`config.mk`:
```
export PLATFORM = sky130hd
export DESIGN_NAME = ksa_shuffler
export DESIGN_NICKNAME = d
export VERILOG_FILES = /design/src/rtl/rc4_pkg.sv /design/src/rtl/ksa_shuffler.sv
export SDC_FILE = /design/constraint.sdc
export NUM_CORES = 1
export LEC_CHECK = 0
export ABC_AREA = 0
export BUFFER_PORTS_ARGS = -buffer_cell sky130_fd_sc_hd__buf_2
export CORE_UTILIZATION = 27
export CTS_BUF_LIST = sky130_fd_sc_hd__clkbuf_2
export DETAILED_ROUTE_END_ITERATION = 16
export GPL_ROUTABILITY_DRIVEN = 0
export PLACE_DENSITY = 0.44
export SKIP_CTS_REPAIR_TIMING = 1
export SKIP_LAST_GASP = 1
export SYNTH_ARGS = -nofsm -noshare
export SYNTH_HDL_FRONTEND = slang
export SYNTH_SLANG_ARGS = --single-unit
```
`constraint.sdc`:
```
create_clock -name clk -period 4.4 [get_ports clk]
set_input_delay 0.88 -clock clk [delete_from_list [all_inputs] [get_ports clk]]
set_output_delay 0.88 -clock clk [all_outputs]
set_load 0.01 [all_outputs]
```
`src/rtl/rc4_pkg.sv`:
```
// rtl/rc4_pkg.sv - shared RC4 types, sizes and key-byte helper
package rc4_pkg;

    localparam int S_SIZE         = 256;
    localparam int KEY_LENGTH_DEF = 3;
    localparam int KEY_MAX        = 32;

    typedef enum logic [3:0] {
        IDLE,
        RD_I,
        WT_I,
        CP_I,
        RD_J,
        WT_J,
        CP_J,
        WR_I,
        WR_J,
        NX,
        DONE
    } ksa_state_t;

    // Byte 0 is the most significant byte of the key_len-byte key.
    function automatic logic [7:0] key_byte(
        input logic [8*KEY_MAX-1:0] key,
        input int unsigned          key_len,
        input int unsigned          idx
    );
        return key[8*(key_len-1-idx) +: 8];
    endfunction

endpackage

```
`src/rtl/ksa_shuffler.sv`:
```
// rtl/ksa_shuffler.sv - RC4 key-scheduling swap pass over a single-port S RAM
module ksa_shuffler
    import rc4_pkg::*;
#(
    parameter int KEY_LENGTH = KEY_LENGTH_DEF,
    parameter int ADDR_W     = 8,
    parameter int DATA_W     = 8
) (
    input  logic                    clk,
    input  logic                    reset,
    input  logic                    start,
    input  logic [8*KEY_LENGTH-1:0] secret_key,
    output logic [ADDR_W-1:0]       address,
    output logic [DATA_W-1:0]       ram_in,
    output logic                    write_enable,
    input  logic [DATA_W-1:0]       q,
    output logic                    busy,
    output logic                    finished
);

    localparam int KW = (KEY_LENGTH > 1) ? $clog2(KEY_LENGTH) : 1;
    localparam logic [ADDR_W-1:0] LAST_I = ADDR_W'(S_SIZE - 1);

    ksa_state_t          r_state;
    ksa_state_t          w_state_next;
    logic [ADDR_W-1:0]   r_i;
    logic [ADDR_W-1:0]   r_j;
    logic [KW-1:0]       r_k;
    logic [DATA_W-1:0]   r_si;
    logic [DATA_W-1:0]   r_sj;
    logic [ADDR_W-1:0]   r_address;
    logic [DATA_W-1:0]   r_ram_in;
    logic                r_write_enable;
    logic [8*KEY_MAX-1:0] w_key_ext;
    logic [7:0]          w_key_byte;
    logic [ADDR_W-1:0]   w_j_next;

    assign w_key_ext  = (8*KEY_MAX)'(secret_key);
    assign w_key_byte = key_byte(w_key_ext, KEY_LENGTH, int'(r_k));
    // Address-width wrap drops the carry, giving j mod 256.
    assign w_j_next   = r_j + ADDR_W'(q) + ADDR_W'(w_key_byte);

    always_ff @(posedge clk) begin
        if (reset) r_state <= IDLE;
        else       r_state <= w_state_next;
    end

    always_comb begin
        w_state_next = r_state;
        busy         = 1'b1;
        finished     = 1'b0;
        case (r_state)
            IDLE: begin
                busy = 1'b0;
                if (start) w_state_next = RD_I;
            end
            RD_I: w_state_next = WT_I;
            WT_I: w_state_next = CP_I;
            CP_I: w_state_next = RD_J;
            RD_J: w_state_next = WT_J;
            WT_J: w_state_next = CP_J;
            CP_J: w_state_next = WR_I;
            WR_I: w_state_next = WR_J;
            WR_J: w_state_next = NX;
            NX:   w_state_next = (r_i == LAST_I) ? DONE : RD_I;
            DONE: begin
                busy     = 1'b0;
                finished = 1'b1;
                if (!start) w_state_next = IDLE;
            end
            default: w_state_next = IDLE;
        endcase
    end

    always_ff @(posedge clk) begin
        if (reset) begin
            r_i            <= '0;
            r_j            <= '0;
            r_k            <= '0;
            r_si           <= '0;
            r_sj           <= '0;
            r_address      <= '0;
            r_ram_in       <= '0;
            r_write_enable <= 1'b0;
        end else begin
            r_write_enable <= 1'b0;
            case (r_state)
                IDLE: begin
                    if (start) begin
                        r_i <= '0;
                        r_j <= '0;
                        r_k <= '0;
                    end
                end
                RD_I: r_address <= r_i;
                CP_I: begin
                    r_si <= q;
                    r_j  <= w_j_next;
                end
                RD_J: r_address <= r_j;
                CP_J: r_sj <= q;
                WR_I: begin
                    r_address      <= r_i;
                    r_ram_in       <= r_sj;
                    r_write_enable <= 1'b1;
                end
                WR_J: begin
                    r_address      <= r_j;
                    r_ram_in       <= r_si;
                    r_write_enable <= 1'b1;
                end
                NX: begin
                    if (r_i != LAST_I) begin
                        r_i <= r_i + 1'b1;
                        r_k <= (r_k == KW'(KEY_LENGTH - 1)) ? '0 : r_k + 1'b1;
                    end
                end
                default: ;
            endcase
        end
    end

    assign address      = r_address;
    assign ram_in       = r_ram_in;
    assign write_enable = r_write_enable;

endmodule

```
==> results.toml <==
[run_status]
outcome = "finished clean"

[route]
drcViolationCount = 0
postRouteAntennaNets = 0
vias = 2503
drt_iter0_drc = 73
vias_per_cell = 4.75
routedWlPerCell_um = 14.5
dr.pass1.iters = 4
wl_um = 7630

[critical_path]
cp.buffers_inverters = 3
crit_family = "adder cells"
critPathLaunch = "r_k[0]$_SDFFE_PP0P_"
required_ns = 4.86
critPathMaxFanout = 14
start_kind = "flip-flop"
worstPathCellList = "buf_4, inv_1, ha_1, and2_0, a21oi_1, nor2_1, fa_1, ha_1, inv_1, fa_1, nor2b_1, o31a_1, o22ai_1, or4_1, nand3_1"
r2r-end = "r_j[7]$_SDFFE_PP0P_"
regToRegStartpoint = "r_k[0]$_SDFFE_PP0P_"
end_kind = "flip-flop"
r2r_setup_slack_ns = 0.51
critPathKind = "reg -> reg"
reg2regPathDepth = 15
worst_path_max_delay_cell = "ha_1"
max_stage_delay_ns = 0.51
critPathArrivalTime_ns = 4.34

[cts]
clockBufferDepth = 2
clockRootBuffer = "clkbuf_2"
numCtsBuffers = 5
clkTransAtPathRegs_ns = 0.32
clkSinkCount = 55
htreeDepth = 2
clk_latency_ns = 0.48
cts_tree = "built"

[final_layout]
layout_common_cells = "dfxtp_1 (55), buf_2 (53), nor2_1 (51)"
final_cells = 527
final_nets = 439
drive_above_1_share_pct = 18.1
mostFrequentLayoutCell = "dfxtp_1"
diodes = 0
area_growth_pct = 13.5

[power_and_ir_drop]
combPwrFrac_pct = 18.3
swShare_pct = 32.7
seq_power_share_pct = 56.8
ir_worst_vdd_mv = 0.113
p_per_area_mw_per_mm2 = 276
p_int_mw = 0.628
cellLeakagePower_nw = 1.37
clkPwrFrac_pct = 24.9
p_sw_mw = 0.306

[timing]
fin_setup_tns_ns = 0
setup_violations = 0
finClkSkew_ns = 0.0279
timing.fmax_mhz = 257
hold_viol_final = 0
final_min_period_over_clock_period_pct = 88.3
period_minus_slack_ns = 3.89
grt_setup_unrepaired = "false"
relSlewSlack_pct = 31.7
tightest_slew_ns = 1.03
final_max_slew_viol_count = 0

[logic_synthesis]
syn_area_mm2 = 0.00299
syn_avg_cell_area_um2 = 8.66
synth_nets = 398
synth_ff_type = "dfxtp_1"
ys.warnings.count = 0
synthArstFlopShare_pct = 0
seq_area_frac_synth_pct = 36.9
synth_cell_types = 50
synth_cells = 345
ys_ff_latch = 55
synth_edf_count = 0

[worst_hold_path]
min_to = "ram_in[0]$_SDFFE_PP0P_"
hold_depth = 2
min_from = "ram_in[0]$_SDFFE_PP0P_"
hold_path_class = "reg -> reg"

[floorplan]
io_pins = 54
start_util_pct = 27.7
die_y_um = 107
dieArea_mm2 = 0.0115
die_x_um = 107
core.rowCount = 38
fp.coreArea_mm2 = 0.0108

[run]
drv_cap = 0

[placed_design]
portBuffers = 53
dp_cells = 519
dp_hpwl_um = 5560

[global_route]
antenna_found_initial = 0
grt_pass1_vias = 2463
gr-total-overflow = 0
grt_pass1_wl_um = 12700
grt_max_degree = 55
grtUsageTotal_pct = 14.2
worst reg2reg max path, stage by stage, from the launching register on:
cell and delay, ns:
dfxtp_1 0.38, buf_4 0.17, inv_1 0.08, ha_1 0.51, and2_0 0.34, a21oi_1 0.18, nor2_1 0.08, fa_1 0.50
ha_1 0.19, inv_1 0.07, fa_1 0.37, nor2b_1 0.21, o31a_1 0.18, o22ai_1 0.10, or4_1 0.40, nand3_1 0.09
final cells by class:
cell class	count	area (um2)
Timing Repair Buffer	55	280
Sequential cell	55	1100
Clock buffer	5	25.0
Multi-Input combinational cell	262	1760
Clock inverter	3	22.5
Fill cell	1163	7400
Tap cell	140	175
Inverter	7	26.3
power groups by stage:
stage / sequential, mW / combinational [mW] / clock, mW
2_1_floorplan: 0.527 / 0.130 / 0
3_3_place_gp: 0.539 / 0.172 / 0
3_5_place_dp: 0.539 / 0.173 / 0
4_1_cts: 0.531 / 0.173 / 0.243
5_1_grt: 0.535 / 0.196 / 0.266
6_report: 0.531 / 0.171 / 0.233
flip-flops by register name, summed over array words and instances (netlist names), 2 cells and up:
name / flops
address: 8
r_i: 8
r_si: 8
r_k: 2
ram_in: 8
r_sj: 8
r_state: 4
r_j: 8
how the worst max path moves through the flow:
stage,cells after the start,to,slack (ns)
finish,15,r_j[7]$_SDFFE_PP0P_,0.51
global route,15,r_j[7]$_SDFFE_PP0P_,0.20
CTS,15,r_j[7]$_SDFFE_PP0P_,0.48
detailed placement,15,r_j[7]$_SDFFE_PP0P_,0.53
global placement,15,r_j[7]$_SDFFE_PP0P_,0.67
floorplan,16,r_j[7]$_SDFFE_PP0P_,1.02
synthesized netlist by cell type (2+ instances only):
cell | instances | area share (%)
dfxtp_1 | 55 | 37
nor2_1 | 51 | 6.4
nand2_1 | 40 | 5.0
a21oi_1 | 28 | 4.7
mux2i_1 | 24 | 8.0
nand3_1 | 15 | 2.5
clkbuf_1 | 12 | 1.5
ha_1 | 10 | 4.2
fa_1 | 8 | 5.4
mux2_1 | 8 | 3.0
inv_1 | 7 | 0.88
o21ai_0 | 7 | 1.2
a311oi_1 | 6 | 1.8
xnor2_1 | 6 | 1.8
xor2_1 | 6 | 1.8
nor3_1 | 5 | 0.84
a31oi_1 | 4 | 0.84
buf_2 | 4 | 0.67
nand4b_1 | 4 | 1.2
or3_1 | 4 | 0.84
nand4_1 | 3 | 0.63
nor2b_1 | 3 | 0.63
a211oi_1 | 2 | 0.50
a22oi_1 | 2 | 0.50
buf_1 | 2 | 0.25
buf_4 | 2 | 0.50
nand2b_1 | 2 | 0.42
o21bai_1 | 2 | 0.50
or4_1 | 2 | 0.50
per-stage QoR:
step	power (mW)	hold WS [ns]	area [um2]	utilization, %	setup slack (ns)
floorplan	0.657	0.436	2990	-	1.02
global placement	0.711	0.445	3340	31.0	0.667
detailed placement	0.711	0.447	3340	31.0	0.528
CTS	0.948	0.475	3390	31.4	0.480
global route	0.996	0.497	3390	31.4	0.198
finish	0.934	0.472	3390	31.4	0.515
kinds of logic after synthesis:
kind of cell / count (synthesis) / share of synthesized area [%]
xor gates and xnor gates: 12 / 3.52
buffers and inverters: 28 / 4.19
AOI/OAI and AO/OA: 62 / 13.2
DFF: 55 / 36.9
muxes: 32 / 11.1
adders and majority gates: 18 / 9.55
and+or+nand+nor: 138 / 21.6
metal layers:
metal	track usage, %	vias to the layer above	part of all wire [%]
met5	0	-	0
met4	4.89	0	1.9
met2	23.8	37	47
li1	-	1285	-
met1	18.6	1171	48
met3	2.13	10	2.6
Note: power is estimated with default switching activity, not from simulation.
